File: config.mk
export PLATFORM = sky130hd
export DESIGN_NAME = sysid_check_master
export DESIGN_NICKNAME = d
export VERILOG_FILES = /design/src/rtl/sysid_check_pkg.sv /design/src/rtl/sysid_avm_read_unit.sv /design/src/rtl/sysid_check_master.sv
export SDC_FILE = /design/constraint.sdc
export NUM_CORES = 1
export LEC_CHECK = 0
export ABC_AREA = 1
export BUFFER_PORTS_ARGS = -buffer_cell sky130_fd_sc_hd__buf_4
export CAP_MARGIN = 40
export CORE_ASPECT_RATIO = 0.9
export CORE_MARGIN = 2
export CORE_UTILIZATION = 55
export DETAILED_ROUTE_END_ITERATION = 10
export PLACE_DENSITY = 0.92
export SYNTH_ARGS = -nofsm -noshare
export SYNTH_HDL_FRONTEND = slang
export SYNTH_SLANG_ARGS = --single-unit
File: constraint.sdc
create_clock -name clock -period 5 [get_ports clock]
set_clock_uncertainty 0.15 [all_clocks]
set_input_delay 1 -clock clock [delete_from_list [all_inputs] [get_ports clock]]
set_output_delay 1 -clock clock [all_outputs]
set_load 0.02 [all_outputs]
File: src/rtl/sysid_check_pkg.sv
// ---------------------------------------------------------------------------
// sysid_check_pkg
//   Shared definitions for the system-ID check master and its read unit.
//   Holds the state encodings of the sequencing FSM and of the single-read
//   FSM, the word-select addresses of the sysid responder and a helper that
//   sizes counters from their largest value.
// ---------------------------------------------------------------------------
package sysid_check_pkg;

    // Top-level sequencing states. TOP_READ covers the ISSUE, LAT and GAP
    // phases, which the read unit tracks in detail.
    typedef enum logic [1:0] {
        TOP_IDLE,
        TOP_READ,
        TOP_COMPARE,
        TOP_DONE
    } topState_t;

    // States of a single Avalon read transaction.
    typedef enum logic [1:0] {
        RD_IDLE,
        RD_ISSUE,
        RD_LAT,
        RD_GAP
    } rdState_t;

    // Word addresses inside the sysid control slave.
    localparam logic ADDR_ID = 1'b0;
    localparam logic ADDR_TS = 1'b1;

    // Number of bits needed to hold values 0..maxVal (at least one bit).
    function automatic int cntWidth(input int maxVal);
        for (int w = 1; w < 32; w++) begin
            if ((1 << w) > maxVal) begin
                return w;
            end
        end
        return 32;
    endfunction

endpackage

File: src/rtl/sysid_avm_read_unit.sv
// ---------------------------------------------------------------------------
// sysid_avm_read_unit
//   Performs one Avalon-MM read at a time: holds read/address until the
//   responder drops waitrequest, waits out a fixed read latency, and re-issues
//   the read after a one-cycle gap when waitrequest stays high for too long.
//   A new read can be chained in the cycle the previous one completes, so two
//   zero-latency reads go out back to back.
// Ports
//   clock, reset      rising-edge clock, synchronous active-high reset
//   go, addr          start a read of word 'addr' (sampled when idle or on
//                     the completion cycle of the current read)
//   avm_address       Avalon word address (stable for the whole attempt)
//   avm_read          Avalon read request
//   avm_waitrequest   Avalon stall
//   avm_readdata      Avalon read data
//   rd_done           read data valid on rd_data this cycle
//   rd_data           read data (pass-through, only meaningful with rd_done)
//   rd_timeout        the read failed after all retries (one-cycle pulse)
// ---------------------------------------------------------------------------
module sysid_avm_read_unit
    import sysid_check_pkg::*;
#(
    parameter int READ_LATENCY   = 0,
    parameter int TIMEOUT_CYCLES = 16,
    parameter int MAX_RETRIES    = 2
) (
    input  logic        clock,
    input  logic        reset,
    input  logic        go,
    input  logic        addr,
    output logic        avm_address,
    output logic        avm_read,
    input  logic        avm_waitrequest,
    input  logic [31:0] avm_readdata,
    output logic        rd_done,
    output logic [31:0] rd_data,
    output logic        rd_timeout
);

    localparam int TO_W = cntWidth(TIMEOUT_CYCLES);
    localparam int RT_W = cntWidth(MAX_RETRIES);
    localparam int LT_W = cntWidth(READ_LATENCY);

    localparam logic [TO_W-1:0] TO_LAST = TO_W'(TIMEOUT_CYCLES - 1);
    localparam logic [RT_W-1:0] RT_MAX  = RT_W'(MAX_RETRIES);
    localparam logic [LT_W-1:0] LT_LAST = LT_W'((READ_LATENCY > 0) ? READ_LATENCY - 1 : 0);

    rdState_t        r_state;
    rdState_t        w_nextState;
    logic            r_addr;
    logic [TO_W-1:0] r_toCnt;
    logic [RT_W-1:0] r_retries;
    logic [LT_W-1:0] r_latCnt;

    logic w_accept;
    logic w_toExpire;
    logic w_canRetry;
    logic w_latLast;
    logic w_load;

    // An accept is the standard Avalon handshake; the timeout fires on the
    // last allowed stalled cycle of an attempt, so an attempt is exactly
    // TIMEOUT_CYCLES cycles of read-high-and-stalled.
    assign w_accept   = (r_state == RD_ISSUE) && !avm_waitrequest;
    assign w_toExpire = (r_state == RD_ISSUE) && avm_waitrequest && (r_toCnt == TO_LAST);
    assign w_canRetry = (r_retries < RT_MAX);
    assign w_latLast  = (r_state == RD_LAT) && (r_latCnt == LT_LAST);

    // Data is valid on the accept cycle for zero latency, otherwise on the
    // final latency cycle.
    assign rd_done    = (READ_LATENCY == 0) ? w_accept : w_latLast;
    assign rd_data    = avm_readdata;
    assign rd_timeout = w_toExpire && !w_canRetry;

    // A new word is latched when idle or on the cycle the current read
    // completes; this is also where the per-word retry count restarts.
    assign w_load = go && ((r_state == RD_IDLE) || rd_done);

    assign avm_read    = (r_state == RD_ISSUE);
    assign avm_address = r_addr;

    // State register of the read transaction.
    always_ff @(posedge clock) begin
        if (reset) begin
            r_state <= RD_IDLE;
        end else begin
            r_state <= w_nextState;
        end
    end

    // Next-state logic: chain straight into another ISSUE when a new read is
    // requested on completion, otherwise fall back to idle. A timeout with
    // retries left inserts a single idle GAP cycle before re-issuing.
    always_comb begin
        w_nextState = r_state;
        case (r_state)
            RD_IDLE: begin
                if (go) begin
                    w_nextState = RD_ISSUE;
                end
            end
            RD_ISSUE: begin
                if (w_accept) begin
                    if (READ_LATENCY != 0) begin
                        w_nextState = RD_LAT;
                    end else if (go) begin
                        w_nextState = RD_ISSUE;
                    end else begin
                        w_nextState = RD_IDLE;
                    end
                end else if (w_toExpire) begin
                    w_nextState = w_canRetry ? RD_GAP : RD_IDLE;
                end
            end
            RD_LAT: begin
                if (w_latLast) begin
                    w_nextState = go ? RD_ISSUE : RD_IDLE;
                end
            end
            RD_GAP: begin
                w_nextState = RD_ISSUE;
            end
            default: begin
                w_nextState = RD_IDLE;
            end
        endcase
    end

    // Address, stall counter, retry counter and latency counter. The stall
    // counter only runs while a request is actually outstanding and restarts
    // on every accept or expired attempt.
    always_ff @(posedge clock) begin
        if (reset) begin
            r_addr    <= ADDR_ID;
            r_toCnt   <= '0;
            r_retries <= '0;
            r_latCnt  <= '0;
        end else begin
            if (w_load) begin
                r_addr <= addr;
            end

            if (w_load || w_accept || w_toExpire) begin
                r_toCnt <= '0;
            end else if ((r_state == RD_ISSUE) && avm_waitrequest) begin
                r_toCnt <= r_toCnt + TO_W'(1);
            end

            if (w_load) begin
                r_retries <= '0;
            end else if (w_toExpire && w_canRetry) begin
                r_retries <= r_retries + RT_W'(1);
            end

            if (w_accept) begin
                r_latCnt <= '0;
            end else if (r_state == RD_LAT) begin
                r_latCnt <= r_latCnt + LT_W'(1);
            end
        end
    end

endmodule

File: src/rtl/sysid_check_master.sv
// ---------------------------------------------------------------------------
// sysid_check_master
//   Boot-time health check of a sysid responder: reads the ID word and the
//   timestamp word over Avalon-MM, compares them with the values this build
//   expects and reports pass/fail together with the words it captured.
// Ports
//   clock, reset         rising-edge clock, synchronous active-high reset
//   start                launch a check from IDLE or DONE
//   avm_address          0 = ID word, 1 = timestamp word
//   avm_read             Avalon read request
//   avm_waitrequest      Avalon stall
//   avm_readdata         Avalon read data
//   busy                 check in progress
//   done                 check finished (level, cleared on the next launch)
//   pass                 overall result, valid with done
//   id_mismatch          captured ID differs from EXPECTED_ID
//   ts_mismatch          captured timestamp differs from EXPECTED_TIMESTAMP
//   timeout              a read ran out of retries
//   captured_id          last ID word read
//   captured_ts          last timestamp word read
// ---------------------------------------------------------------------------
module sysid_check_master
    import sysid_check_pkg::*;
#(
    parameter logic [31:0] EXPECTED_ID        = 32'h0000_0000,
    parameter logic [31:0] EXPECTED_TIMESTAMP = 32'd1512003615,
    parameter int          CHECK_TIMESTAMP    = 1,
    parameter int          READ_LATENCY       = 0,
    parameter int          TIMEOUT_CYCLES     = 16,
    parameter int          MAX_RETRIES        = 2,
    parameter int          AUTO_START         = 1
) (
    input  logic        clock,
    input  logic        reset,
    input  logic        start,
    output logic        avm_address,
    output logic        avm_read,
    input  logic        avm_waitrequest,
    input  logic [31:0] avm_readdata,
    output logic        busy,
    output logic        done,
    output logic        pass,
    output logic        id_mismatch,
    output logic        ts_mismatch,
    output logic        timeout,
    output logic [31:0] captured_id,
    output logic [31:0] captured_ts
);

    topState_t   r_state;
    topState_t   w_nextState;
    logic        r_sel;
    logic        r_autoPending;
    logic        r_busy;
    logic        r_done;
    logic        r_pass;
    logic        r_idMis;
    logic        r_tsMis;
    logic        r_timeout;
    logic [31:0] r_capId;
    logic [31:0] r_capTs;

    logic        w_launch;
    logic        w_goRead;
    logic        w_rdAddr;
    logic        w_rdDone;
    logic [31:0] w_rdData;
    logic        w_rdTimeout;
    logic        w_idMis;
    logic        w_tsMis;

    // A launch is accepted only when not busy. The auto-start request is
    // armed by reset, so each reset release produces exactly one check.
    assign w_launch = ((r_state == TOP_IDLE) || (r_state == TOP_DONE)) && (start || r_autoPending);

    // The ID read starts with the launch; the timestamp read is chained onto
    // the completion of the ID read so no idle cycle appears between them.
    assign w_goRead = w_launch || ((r_state == TOP_READ) && w_rdDone && (r_sel == ADDR_ID));
    assign w_rdAddr = (r_state == TOP_READ) ? ADDR_TS : ADDR_ID;

    assign w_idMis = (r_capId != EXPECTED_ID);
    assign w_tsMis = (r_capTs != EXPECTED_TIMESTAMP);

    sysid_avm_read_unit #(
        .READ_LATENCY   (READ_LATENCY),
        .TIMEOUT_CYCLES (TIMEOUT_CYCLES),
        .MAX_RETRIES    (MAX_RETRIES)
    ) u_readUnit (
        .clock           (clock),
        .reset           (reset),
        .go              (w_goRead),
        .addr            (w_rdAddr),
        .avm_address     (avm_address),
        .avm_read        (avm_read),
        .avm_waitrequest (avm_waitrequest),
        .avm_readdata    (avm_readdata),
        .rd_done         (w_rdDone),
        .rd_data         (w_rdData),
        .rd_timeout      (w_rdTimeout)
    );

    // State register of the check sequence.
    always_ff @(posedge clock) begin
        if (reset) begin
            r_state <= TOP_IDLE;
        end else begin
            r_state <= w_nextState;
        end
    end

    // Sequencing: read both words, spend one cycle comparing, then park in
    // DONE until relaunched. A failed read skips the compare cycle.
    always_comb begin
        w_nextState = r_state;
        case (r_state)
            TOP_IDLE, TOP_DONE: begin
                if (w_launch) begin
                    w_nextState = TOP_READ;
                end
            end
            TOP_READ: begin
                if (w_rdTimeout) begin
                    w_nextState = TOP_DONE;
                end else if (w_rdDone && (r_sel == ADDR_TS)) begin
                    w_nextState = TOP_COMPARE;
                end
            end
            TOP_COMPARE: begin
                w_nextState = TOP_DONE;
            end
            default: begin
                w_nextState = TOP_IDLE;
            end
        endcase
    end

    // Result and capture registers. Captured words only change on a
    // completed read, so a word that never arrives keeps its previous value.
    always_ff @(posedge clock) begin
        if (reset) begin
            r_sel         <= ADDR_ID;
            r_autoPending <= (AUTO_START != 0);
            r_busy        <= 1'b0;
            r_done        <= 1'b0;
            r_pass        <= 1'b0;
            r_idMis       <= 1'b0;
            r_tsMis       <= 1'b0;
            r_timeout     <= 1'b0;
            r_capId       <= '0;
            r_capTs       <= '0;
        end else begin
            if (w_launch) begin
                r_sel         <= ADDR_ID;
                r_autoPending <= 1'b0;
                r_busy        <= 1'b1;
                r_done        <= 1'b0;
                r_pass        <= 1'b0;
                r_idMis       <= 1'b0;
                r_tsMis       <= 1'b0;
                r_timeout     <= 1'b0;
            end else if (r_state == TOP_READ) begin
                if (w_rdDone) begin
                    if (r_sel == ADDR_ID) begin
                        r_capId <= w_rdData;
                        r_sel   <= ADDR_TS;
                    end else begin
                        r_capTs <= w_rdData;
                    end
                end else if (w_rdTimeout) begin
                    r_timeout <= 1'b1;
                    r_idMis   <= w_idMis;
                    r_tsMis   <= w_tsMis;
                    r_pass    <= 1'b0;
                    r_busy    <= 1'b0;
                    r_done    <= 1'b1;
                end
            end else if (r_state == TOP_COMPARE) begin
                r_idMis <= w_idMis;
                r_tsMis <= w_tsMis;
                r_pass  <= !w_idMis && !((CHECK_TIMESTAMP != 0) && w_tsMis) && !r_timeout;
                r_busy  <= 1'b0;
                r_done  <= 1'b1;
            end
        end
    end

    assign busy        = r_busy;
    assign done        = r_done;
    assign pass        = r_pass;
    assign id_mismatch = r_idMis;
    assign ts_mismatch = r_tsMis;
    assign timeout     = r_timeout;
    assign captured_id = r_capId;
    assign captured_ts = r_capTs;

endmodule
==> metrics.sh, run 1 <==
TRITONCTS='built'
ROUTED_VIA_DENSITY=5.17
REG2REG_SETUP_SLACK_NS=2.43
WORST_SLEW_MARGIN_REL=0.566
INITIAL_CORE_UTIL=0.571
TRITONCTS_SINKS=85
SYNTH_COMPOUND_GATE_AREA_SHARE=0.143
SYNTH_SEQ_AREA_SHARE=0.485
WORST_HOLD_PATH_TYPE='reg2reg'
SETUP_VIOL_COUNT_FINAL=0
TIMING.CRITICAL_PATH.FANOUT_MAX=33
SETUP_FIX_BUFS_POST_CTS=0
WORST_EP_REQUIRED_TIME_NS=5.14
LEAKAGE_nW=1.98
DRV_CAP=0
SYNTH_SIMPLE_GATE_AREA_SHARE=0.263
IO_BUFFERS=107
YOSYS_WARNINGS=0
FINAL_HOLD_VIOL_COUNT=0
SYNTH_EDF_COUNT=0
FLOORPLAN.IO_PINS=108
ROUTE.VIAS.TOTAL=3482
ROUTEDWLPERCELL_UM=13.6
CRIT_PATH_END_KIND='flop'
SYNTH_FLOP_CELL='dfxtp_1'
DESIGN.DIE.AREA_UM2=7040
SYN_AVG_CELL_AREA_UM2=7.30
GRT_SETUP_UNREPAIRED='false'
WORSTMARGINPINSLEW_NS=0.648
NETLIST_INSTANCES=481
STARTPOINT_TYPE='input pin'
MULTI_INPUT_AREA_UM2=1540
DRT_FIRST_ITER_VIOLATIONS=228
SYNTH_TOP_FAMILY_BY_AREA='simple AND/OR/NAND/NOR gates'
WORSTREGTOREGCELLS=9
MUXSHAREOFSYNTHAREA=0
DRC_ERRORS=0
REPORT.FINAL.SLEW_VIOL_COUNT=0
CRIT_ARRIVAL_NS=2.78
WIRE_LENGTH_OF_THE_FIRST_GLOBAL_ROUTING_PASS_MM=14.5
HTREE_LEVELS=3
HPWLAFTERDP_MM=6.56
FINAL.SETUP.TNS_NS=0
POST_CTS_HOLD_BUFFER_COUNT=0
FINALWORSTPATHREQUIREDPERIOD_NS=2.64
ROW_COUNT=27
SYN2LAYOUT_AREA_GROWTH_PCT=29.6
GRT_START_MAX_NET_PINS=69
POWER-PER-CELL-AREA_nW_PER_UM2=403
YOSYSUNIQUECELLTYPES=27
NUMBER_OF_NETS_AT_THE_END_OF_THE_FLOW=624
CP_CLASS='in2reg'
CTS_INSERTED_BUFFERS=9
WORST_HOLD_PATH.NUM_CELLS=2
NUMBER_OF_GLOBAL_ROUTE_VIAS_BEFORE_REPAIR=3311
TIMING.HOLD.WORST_ENDPOINT='r_autoPending$_SDFFE_PP1P_'
FINAL_CELL_AREA_UM2=4550
POST_CTS.RESIZED_INSTANCES=0
STARTPOINT_OF_THE_LOWEST_SLACK_REGISTER_TO_REGISTER_PATH='r_state[0]$_SDFFE_PP0P_'
NFILLCELLS=490
SYNTHXORXNORAREAFRAC=0.00749
GRT.TOTAL_USAGE=0.267
YS_SEQ_ELEMENTS=85
REGISTER_AREA_UM2=1700
CTSROOTBUFFERMASTER='clkbuf_8'
YS_ASYNC_SR_FRACTION=0
CLOCK_PATH_BUFFERS=2
POST_CTS_CLOCK_SLEW_AT_THE_LAUNCH_AND_CAPTURE_REGISTERS_OF_THE_WORST_SETUP_AND_HOLD_PATHS_NS=0.09
DRT_PRE_ANTENNA_ITERS=5
DETAILED_PLACE.AREA_UM2=4320
ANTENNA_VIOLATIONS_BEFORE_REPAIR=0
PLACE.GP.CONGESTION=0.930
SYNTH_AREA_UM2=3510
DIE-HEIGHT_UM=79.8
CLOCK_LATENCY_NS=0.36
PEAKVDDDROP_V=0.000178
FMAX_GHz=0.379
ANTENNA_LEFT=0
LEFTOVER_OVERFLOW_AT_THE_END_OF_GLOBAL_ROUTING=0
CORE_AREA_UM2=6150
TIMING.FINAL.CRIT_SHARE=0.528
INSERTEDDIODECOUNT=0
LAYOUT-DRIVE-GT1-SHARE=0.242
POST_SYNTH_FA_HA_MAJ_AREA_FRACTION=0.0250
SYN_NETS=524
HORIZONTAL_EXTENT_OF_THE_DIE_UM=88.2
TOTALWIRELENGTH_MM=9.12
RR_ENDPOINT='captured_id[7]$_SDFFE_PP0P_'
HOLDCRITSTARTPOINT='r_autoPending$_SDFFE_PP1P_'
RUN_STATUS='completed'
==> area by class of cell <==
cell class,count,area share
Clock buffer,10,0.0303
Inverter,38,0.0314
Multi-Input combinational cell,338,0.338
Timing Repair Buffer,109,0.183
Tap cell,87,0.0239
Sequential cell,85,0.374
Clock inverter,6,0.0190
==> kinds of logic (layout without fill, tap and decap cells) <==
logic type	after synthesis	in the layout
AO/OA/AOI/OAI	99	99
XOR/XNOR	3	3
buffers and inverters	58	163
adder cells (fa/ha/maj)	7	7
AND/OR/NAND/NOR	229	229
flip-flops	85	85
==> where the power goes <==
part | internal, mW | switching, mW
sequential | 0.735 | 0.0387
clock | 0.294 | 0.245
combinational | 0.190 | 0.331
==> flip-flops by register name, indices dropped and copies added (netlist names), 2 cells and up <==
register / flops
u_readUnit.r_toCnt: 5
r_state: 2
captured_id: 32
u_readUnit.r_retries: 2
captured_ts: 32
u_readUnit.r_state: 2
==> worst max-delay path: stages <==
cell and delay (ns):
buf_4 0.13, nor2_4 0.15, nand3_1 0.16, clkinv_1 0.10, nand2_2 0.36, inv_2 0.61
nor2_1 0.10, nor2_1 0.16
==> cell usage in the layout (no fill, tap or decap), types with 8 or more instances in the layout <==
cell / count
o21ai_0: 40
a21oi_1: 25
clkbuf_8: 10
inv_1: 30
dfxtp_1: 85
nand3_1: 8
nor2_1: 151
buf_4: 108
nand2_1: 55
o21ai_1: 32
==> metrics by stage <==
stage / worst slack [ns] / power, mW / std cells / utilization / hold WS (ns)
final: 2.36 / 1.83 / 673 / 0.740 / 0.299
after global routing: 2.13 / 1.93 / 673 / 0.740 / 0.345
after CTS: 2.38 / 1.83 / 673 / 0.740 / 0.302
after detailed placement: 2.06 / 1.30 / 657 / 0.703 / 0.287
after global placement: 2.01 / 1.28 / 656 / 0.700 / 0.284
after floorplan: 2.94 / 1.13 / 481 / - / 0.270
==> cells in the mapped netlist (3+ instances only) <==
| cell | n | area share |
|---|---|---|
| nor2_1 | 151 | 0.16 |
| dfxtp_1 | 85 | 0.48 |
| nand2_1 | 55 | 0.059 |
| o21ai_0 | 40 | 0.057 |
| o21ai_1 | 32 | 0.046 |
| inv_1 | 30 | 0.032 |
| a21oi_1 | 25 | 0.036 |
| nand3_1 | 8 | 0.011 |
| ha_1 | 7 | 0.025 |
| inv_2 | 7 | 0.0075 |
| clkbuf_1 | 6 | 0.0064 |
| buf_4 | 4 | 0.0086 |
| buf_6 | 4 | 0.013 |
| buf_2 | 3 | 0.0043 |
| nand2_2 | 3 | 0.0053 |
| nor2_4 | 3 | 0.0096 |
| xor2_1 | 3 | 0.0075 |
==> how the worst max path moves through the flow <==
stage | startpoint | to | slack, ns
after global placement | avm_waitrequest | captured_ts[30]$_SDFFE_PP0P_ | 2.01
after CTS | avm_waitrequest | captured_id[7]$_SDFFE_PP0P_ | 2.38
after detailed placement | avm_waitrequest | captured_id[4]$_SDFFE_PP0P_ | 2.06
after global routing | avm_waitrequest | captured_id[29]$_SDFFE_PP0P_ | 2.13
after floorplan | start | captured_ts[11]$_SDFFE_PP0P_ | 2.94
final | avm_waitrequest | captured_id[7]$_SDFFE_PP0P_ | 2.36
==> metal layers <==
layer,share of wire,global-route usage,up-vias
met5,0,0,-
met4,0.031,0.114,0
met3,0.057,0.0703,25
met2,0.49,0.465,126
met1,0.42,0.308,1608
li1,-,-,1723
Power figures use the tool's default switching activity.
==> run 2, diff against run 1 <==
--- a/config.mk
+++ b/config.mk
@@ -5,14 +5,14 @@
 export SDC_FILE = /design/constraint.sdc
 export NUM_CORES = 1
 export LEC_CHECK = 0
-export ABC_AREA = 1
+export ABC_AREA = 0
 export BUFFER_PORTS_ARGS = -buffer_cell sky130_fd_sc_hd__buf_4
 export CAP_MARGIN = 40
 export CORE_ASPECT_RATIO = 0.9
 export CORE_MARGIN = 2
-export CORE_UTILIZATION = 55
+export CORE_UTILIZATION = 46
 export DETAILED_ROUTE_END_ITERATION = 10
-export PLACE_DENSITY = 0.92
+export PLACE_DENSITY = 0.83
 export SYNTH_ARGS = -nofsm -noshare
 export SYNTH_HDL_FRONTEND = slang
 export SYNTH_SLANG_ARGS = --single-unit
==> constraint.sdc (replaced) <==
create_clock -name clock -period 2.3 [get_ports clock]
set_clock_uncertainty 0.15 [all_clocks]
set_input_delay 0.46 -clock clock [delete_from_list [all_inputs] [get_ports clock]]
set_output_delay 0.46 -clock clock [all_outputs]
set_load 0.02 [all_outputs]
==> run 2 against run 1 <==
Against the previous run:
- final cell count shrank 7.0%
- sequential power grew 110%
- register-to-register slack lost 2.2 ns
- first-iteration DRC count shrank 39%
- critical path type is now reg2reg
==> metrics.sh, run 2 <==
POWER.TOTAL_mW=3.82  # +110%
SYNTH_EDF_COUNT=0  # unchanged
INITIAL_CORE_UTIL=0.482  # -0.0889
STARTPOINT_OF_THE_LOWEST_SLACK_REGISTER_TO_REGISTER_PATH='u_readUnit.r_toCnt[0]$_SDFFE_PP0P_'
HPWLAFTERDP_MM=7.07  # +7.8%
SYNTH.LARGEST_AREA_CELL='dfxtp_1'
SYNTHTOPCELLSBYCOUNT='137 x nand2_1, 85 x dfxtp_1, 71 x a21oi_1'
FINISH.UTILIZATION=0.639  # -0.100
YOSYS_WARNINGS=0  # unchanged
RR_ENDPOINT='ts_mismatch$_SDFFE_PP0P_'
NUMBER_OF_NETS_AT_THE_END_OF_THE_FLOW=571  # -8.5%
WORSTMARGINPINSLEW_NS=0.510  # -0.138 ns
REG2REG_SETUP_SLACK_NS=0.18  # -2.25 ns
HTREE_LEVELS=3  # unchanged
TIMING.CRITICAL_PATH.FANOUT_MAX=6  # -82%
CORE_AREA_UM2=7150  # +16%
SETUP.WORST_PATH.END='ts_mismatch$_SDFFE_PP0P_'
ROUTEDWLPERCELL_UM=15.1  # +12%
IO_BUFFERS=107  # unchanged
SYNTH_SEQ_AREA_SHARE=0.494  # +0.00916
WORSTREGTOREGCELLS=7  # -2
LEFTOVER_OVERFLOW_AT_THE_END_OF_GLOBAL_ROUTING=0  # unchanged
NUMBER_OF_GLOBAL_ROUTE_VIAS_BEFORE_REPAIR=3213  # -3.0%
TOTALWIRELENGTH_MM=9.47  # +3.8%
FINAL_CELL_AREA_UM2=4570  # +0.50%
DRT_FIRST_ITER_VIOLATIONS=140  # -39%
CELL_WITH_THE_MOST_INSTANCES_AFTER_SYNTHESIS='nand2_1'
WORST_SLEW_MARGIN_REL=0.660  # +0.0938
CLOCK_LATENCY_NS=0.35  # about the same
LAYOUT-DRIVE-GT1-SHARE=0.266  # +0.0241
CTS_INSERTED_BUFFERS=9  # unchanged
FLOORPLAN.IO_PINS=108  # unchanged
CRIT_ARRIVAL_NS=2.20  # -0.58 ns
INSERTEDDIODECOUNT=0  # unchanged
STARTPOINT_TYPE='flop'
CTSROOTBUFFERMASTER='clkbuf_8'
TIMING.FINAL.CRIT_SHARE=0.920
YS_SEQ_ELEMENTS=85  # unchanged
ROW_COUNT=29  # +7.4%
SYN_AVG_CELL_AREA_UM2=8.12  # +11%
DETAILED_PLACE.AREA_UM2=4350  # +0.55%
DRV_CAP=0  # unchanged
DESIGN.DIE.AREA_UM2=8200  # +16%
YS_ASYNC_SR_FRACTION=0  # unchanged
POST_CTS_HOLD_BUFFER_COUNT=0  # unchanged
TRITONCTS_SINKS=85  # unchanged
YOSYSUNIQUECELLTYPES=43  # +59%
RUN_STATUS='completed'
CRITICAL_PATH.STARTPOINT='u_readUnit.r_toCnt[0]$_SDFFE_PP0P_'
DRC_ERRORS=0  # unchanged
LEAKAGE_nW=1.86  # -6.0%
FINALWORSTPATHREQUIREDPERIOD_NS=2.12
SETUP_VIOL_COUNT_FINAL=0  # unchanged
TRITONCTS='built'
NETLIST_INSTANCES=424  # -12%
ROUTE.VIAS.TOTAL=3333  # -4.3%
WORST_EP_REQUIRED_TIME_NS=2.39  # -2.75 ns
GRT_START_MAX_NET_PINS=50  # -28%
REPORT.FINAL.SLEW_VIOL_COUNT=0  # unchanged
MOSTFREQUENTLAYOUTCELL='nand2_1'
MULTI_INPUT_AREA_UM2=1590  # +3.4%
ROUTED_VIA_DENSITY=5.32  # +2.9%
HORIZONTAL_EXTENT_OF_THE_DIE_UM=95.2  # +8.0%
SYN2LAYOUT_AREA_GROWTH_PCT=32.7
PEAKVDDDROP_V=0.000365  # +110%
STDCELL_COUNT=626  # -7.0%
FMAX_GHz=0.473
CRIT_PATH_END_KIND='flop'
REGISTER_AREA_UM2=1700  # unchanged
CLOCK_PATH_BUFFERS=2  # unchanged
WIRE_LENGTH_OF_THE_FIRST_GLOBAL_ROUTING_PASS_MM=15.2  # +4.6%
GRT.TOTAL_USAGE=0.237  # -0.0305
POST_CTS_CLOCK_SLEW_AT_THE_LAUNCH_AND_CAPTURE_REGISTERS_OF_THE_WORST_SETUP_AND_HOLD_PATHS_NS=0.09  # about the same
ANTENNA_LEFT=0  # unchanged
NFILLCELLS=607  # +24%
DRT_PRE_ANTENNA_ITERS=5  # unchanged
NUMPLACEDINSTANCES=610  # -7.2%
SYNTH_LARGEST_TYPE_AREA_FRACTION=0.494  # +0.00916
SYNTH_FLOP_CELL='dfxtp_1'
GRT_SETUP_UNREPAIRED='false'
FINAL.SETUP.TNS_NS=0  # unchanged
POWER-PER-CELL-AREA_nW_PER_UM2=835  # +110%
SYNTH.AREA.TOP_CELLS='dfxtp_1 49%, nand2_1 15%, a21oi_1 10%'
POST_CTS.RESIZED_INSTANCES=0  # unchanged
SYNTH_AREA_UM2=3440  # -1.9%
SETUP_FIX_BUFS_POST_CTS=0  # unchanged
DIE-HEIGHT_UM=86.1  # +7.9%
ANTENNA_VIOLATIONS_BEFORE_REPAIR=0  # unchanged
FINAL_HOLD_VIOL_COUNT=0  # unchanged
CP_CLASS='reg2reg'
SYN_NETS=467  # -11%
LAYOUT.CELLS.MOST_COMMON_LIST='137 x nand2_1, 116 x buf_4, 85 x dfxtp_1'
PLACE.GP.CONGESTION=0.824  # -11%
WORST_HOLD_PATH_TYPE='in2reg'
==> run 2: cell count changes in the layout (fill, tap and decap cells not counted), sizes merged, moves of 4 or more <==
cell   before  now
a21oi      25   72
and3        0    7
buf       109  118
inv        37    8
nand2      58  137
nand3       9    5
nand4       2    9
nor2      156   16
nor4        0   10
o21a        0    4
o21ai      72    8
==> run 2: how the worst min path moves through the flow <==
stage                                               endpoint  depth (start not counted)                               start
after floorplan           u_readUnit.r_toCnt[1]$_SDFFE_PP0P_                          2  u_readUnit.r_toCnt[1]$_SDFFE_PP0P_
after global placement           captured_ts[3]$_SDFFE_PP0P_                          2         captured_ts[3]$_SDFFE_PP0P_
after detailed placement        captured_id[26]$_SDFFE_PP0P_                          2        captured_id[26]$_SDFFE_PP0P_
after CTS                       captured_id[27]$_SDFFE_PP0P_                          3                    avm_readdata[27]
after global routing            captured_id[27]$_SDFFE_PP0P_                          3                    avm_readdata[27]
final                           captured_id[27]$_SDFFE_PP0P_                          3                    avm_readdata[27]
==> run 2: cell type report <==
cell class / count / area share
timing repair buffer: 118 / 0.199
clock buffer: 9 / 0.0271
multi-input combinational: 307 / 0.348
sequential: 85 / 0.372
inverter: 7 / 0.00575
clock inverter: 7 / 0.0216
tap: 93 / 0.0255
==> run 2: stage by stage <==
step | worst slack, ns | hold WS [ns]
after detailed placement | 0.232 | 0.315
final | 0.184 | 0.202
after floorplan | 0.436 | 0.304
after global routing | 0.0366 | 0.188
after CTS | 0.212 | 0.189
after global placement | 0.379 | 0.308
==> run 2: logic make-up (layout without fill, tap and decap cells) <==
family	count (synthesis)	count (layout)	share of synthesized area
simple gates	202	202	0.273
compound gates	92	92	0.148
flops	85	85	0.494
buf+inv	32	141	0.0440
fa+ha+maj	7	7	0.0254
xor+xnor	5	5	0.0127
mux	1	1	0.00291
==> run 2: per-layer routing <==
layer | vias to the layer above | global-route usage | wire, µm
li1 | 1645 | - | -
met1 | 1543 | 0.288 | 3940
met2 | 131 | 0.396 | 4630
met3 | 14 | 0.0659 | 707
met4 | 0 | 0.0909 | 190
met5 | - | 0 | 0
==> run 2: power by group <==
group / switching [mW] / internal (mW)
logic: 0.596 / 0.409
clock network: 0.546 / 0.617
registers: 0.0753 / 1.57
==> run 2: worst max-delay path, stage by stage, from the launching register on <==
cell and delay [ns]:
dfxtp_1 0.39, ha_1 0.18, and3_1 0.16, ha_1 0.24, nand4_4 0.17, a21oi_2 0.27
nor2_1 0.06, a2111oi_1 0.39
==> run 3, diff against run 2 <==
--- a/config.mk
+++ b/config.mk
@@ -10,9 +10,9 @@
 export CAP_MARGIN = 40
 export CORE_ASPECT_RATIO = 0.9
 export CORE_MARGIN = 2
-export CORE_UTILIZATION = 46
+export CORE_UTILIZATION = 45
 export DETAILED_ROUTE_END_ITERATION = 10
-export PLACE_DENSITY = 0.83
+export PLACE_DENSITY = 0.82
 export SYNTH_ARGS = -nofsm -noshare
 export SYNTH_HDL_FRONTEND = slang
 export SYNTH_SLANG_ARGS = --single-unit
==> run 3 against run 2 <==
Against the previous run:
- sequential share of layout area increased by 0.38 points
- register-to-register slack hardly changed
- cell area fell by 1.0%
- routed wire length is 3.4% lower
- via count down 0.69%
- critical endpoint unchanged
==> metrics.sh, run 3 (synthesis results as in run 2) <==
DP_SLACK_NS=0.235  # +0.00322 ns
IO_BUFFERS=107  # unchanged
FINISH.UTILIZATION=0.606  # -0.0337
DRC_ERRORS=0  # unchanged
RUN_STATUS='completed'
GRT_START_MAX_NET_PINS=45  # -10%
ROUTED_VIA_DENSITY=5.28  # -0.85%
REGISTER_AREA_UM2=1700  # unchanged
FINAL.SETUP.TNS_NS=0  # unchanged
CRIT_PATH_END_KIND='flop'
HORIZONTAL_EXTENT_OF_THE_DIE_UM=96.2  # +1.1%
WIRE_LENGTH_OF_THE_FIRST_GLOBAL_ROUTING_PASS_MM=14.9  # -2.0%
FINALWORSTPATHREQUIREDPERIOD_NS=2.12  # +0.000798 ns
NUMBER_OF_GLOBAL_ROUTE_VIAS_BEFORE_REPAIR=3178  # -1.1%
FINAL_HOLD_VIOL_COUNT=0  # unchanged
GRT.MET1_USAGE=0.299  # +0.0110
TRITONCTS_SINKS=85  # unchanged
GRT.TOTAL_USAGE=0.227  # -0.0100
HTREE_LEVELS=3  # unchanged
POST_CTS_HOLD_BUFFER_COUNT=0  # unchanged
FLOORPLAN.IO_PINS=108  # unchanged
LEAKAGE_nW=1.84  # -0.86%
LEFTOVER_OVERFLOW_AT_THE_END_OF_GLOBAL_ROUTING=0  # unchanged
CLOCK_LATENCY_NS=0.35  # about the same
DRT_PRE_ANTENNA_ITERS=5  # unchanged
CRIT_ARRIVAL_NS=2.22  # +0.02 ns
LAYOUT-DRIVE-GT1-SHARE=0.266  # -0.000880
WORST_HOLD_PATH_TYPE='in2reg'
NFILLCELLS=673  # +11%
CP_CLASS='reg2reg'
DIE-HEIGHT_UM=87  # +1.1%
LAYOUT.CELLS.MOST_COMMON_LIST='137 x nand2_1, 116 x buf_4, 85 x dfxtp_1'
ROUTE.VIAS.TOTAL=3310  # -0.69%
TIMING.CRITICAL_PATH.FANOUT_MAX=6  # unchanged
ANTENNA_LEFT=0  # unchanged
MOSTFREQUENTLAYOUTCELL='nand2_1'
MULTI_INPUT_AREA_UM2=1600  # +0.31%
NUMBER_OF_NETS_AT_THE_END_OF_THE_FLOW=569  # -0.35%
WORST_EP_REQUIRED_TIME_NS=2.40  # about the same
DRV_CAP=0  # unchanged
HPWLAFTERDP_MM=6.81  # -3.6%
DRT_FIRST_ITER_VIOLATIONS=145  # +3.6%
PLACE.GP.CONGESTION=0.791  # -4.0%
FMAX_GHz=0.472  # about the same
STARTPOINT_TYPE='flop'
POWER-PER-CELL-AREA_nW_PER_UM2=813  # -2.6%
INITIAL_CORE_UTIL=0.461  # -0.0207
POST_CTS_CLOCK_SLEW_AT_THE_LAUNCH_AND_CAPTURE_REGISTERS_OF_THE_WORST_SETUP_AND_HOLD_PATHS_NS=0.09  # about the same
REPORT.FINAL.SLEW_VIOL_COUNT=0  # unchanged
GRT_MOST_USED_LAYER='met2'
ROUTEDWLPERCELL_UM=14.6  # -3.6%
WORST_HOLD_SLACK_NS=0.203  # +0.0000880 ns
MET3_USAGE=0.0597  # -0.00616
ANTENNA_VIOLATIONS_BEFORE_REPAIR=0  # unchanged
SYN2LAYOUT_AREA_GROWTH_PCT=31.3
DESIGN.DIE.AREA_UM2=8370  # +2.1%
SETUP_VIOL_COUNT_FINAL=0  # unchanged
GLOBALROUTEMET2UTIL=0.356  # -0.0402
FINAL_CRITICAL_PATH_SETUP_SLACK_NS=0.183  # -0.000798 ns
TOTALWIRELENGTH_MM=9.15  # -3.4%
INSERTEDDIODECOUNT=0  # unchanged
TIMING.FINAL.CRIT_SHARE=0.920  # about the same
CTSROOTBUFFERMASTER='clkbuf_8'
ROW_COUNT=30  # +3.4%
PEAKVDDDROP_V=0.000471  # +29%
CLOCK_PATH_BUFFERS=2  # unchanged
WORST_SLEW_MARGIN_REL=0.709  # +0.0487
CTS_INSERTED_BUFFERS=9  # unchanged
TRITONCTS='built'
CORE_AREA_UM2=7470  # +4.5%
WORSTMARGINPINSLEW_NS=0.433  # -0.0771 ns
run 3: power breakdown:
group          total [mW]  internal (mW)  switching [mW]  leakage, nW
clock network        1.09          0.541           0.545        0.107
registers            1.65           1.57          0.0741        0.687
logic               0.947          0.369           0.578         1.05
run 3: path summary, 6_finish.rpt:
kind                                       from                            to  slack [ns]  cells past startpoint
max          u_readUnit.r_toCnt[0]$_SDFFE_PP0P_      ts_mismatch$_SDFFE_PP0P_        0.18                      7
max reg2reg  u_readUnit.r_toCnt[0]$_SDFFE_PP0P_      ts_mismatch$_SDFFE_PP0P_        0.18                      7
min reg2reg         captured_ts[2]$_SDFFE_PP0P_   captured_ts[2]$_SDFFE_PP0P_        0.33                      2
min                            avm_readdata[27]  captured_id[27]$_SDFFE_PP0P_        0.20                      3
run 3: worst max-delay path, cell delays in order, from the launching register on:
cell       delay, ns
dfxtp_1         0.38
ha_1            0.18
and3_1          0.16
ha_1            0.25
nand4_4         0.17
a21oi_2         0.31
nor2_1          0.09
a2111oi_2       0.33
run 3: layer usage:
metal  up-vias  routed length [µm]
met1      1526                3950
li1       1643                   -
met4         0                 198
met5         -                   0
met2       125                4230
met3        16                 767
run 3: final cells by class:
type | count | share of cell area
well taps | 96 | 0.0266
repair buffers | 116 | 0.193
clock buffers | 10 | 0.0304
inverters | 7 | 0.00581
multi-input cells | 307 | 0.353
flip-flops and latches | 85 | 0.376
clock inverters | 6 | 0.0155
run 3: per-stage QoR:
| stage | cell area (µm²) | total power, mW | instances |
|---|---|---|---|
| 4_1_cts | 4520 | 3.69 | 627 |
| 3_3_place_gp | 4310 | 2.58 | 611 |
| 6_report | 4520 | 3.68 | 627 |
| 3_5_place_dp | 4310 | 2.61 | 611 |
| 2_1_floorplan | 3440 | 2.30 | 424 |
| 5_1_grt | 4520 | 3.88 | 627 |
run 3: timing repair:
action,in CTS,in global routing
setup buffers,0,0
resized for setup,0,1
endpoints found under the setup margin,0,1
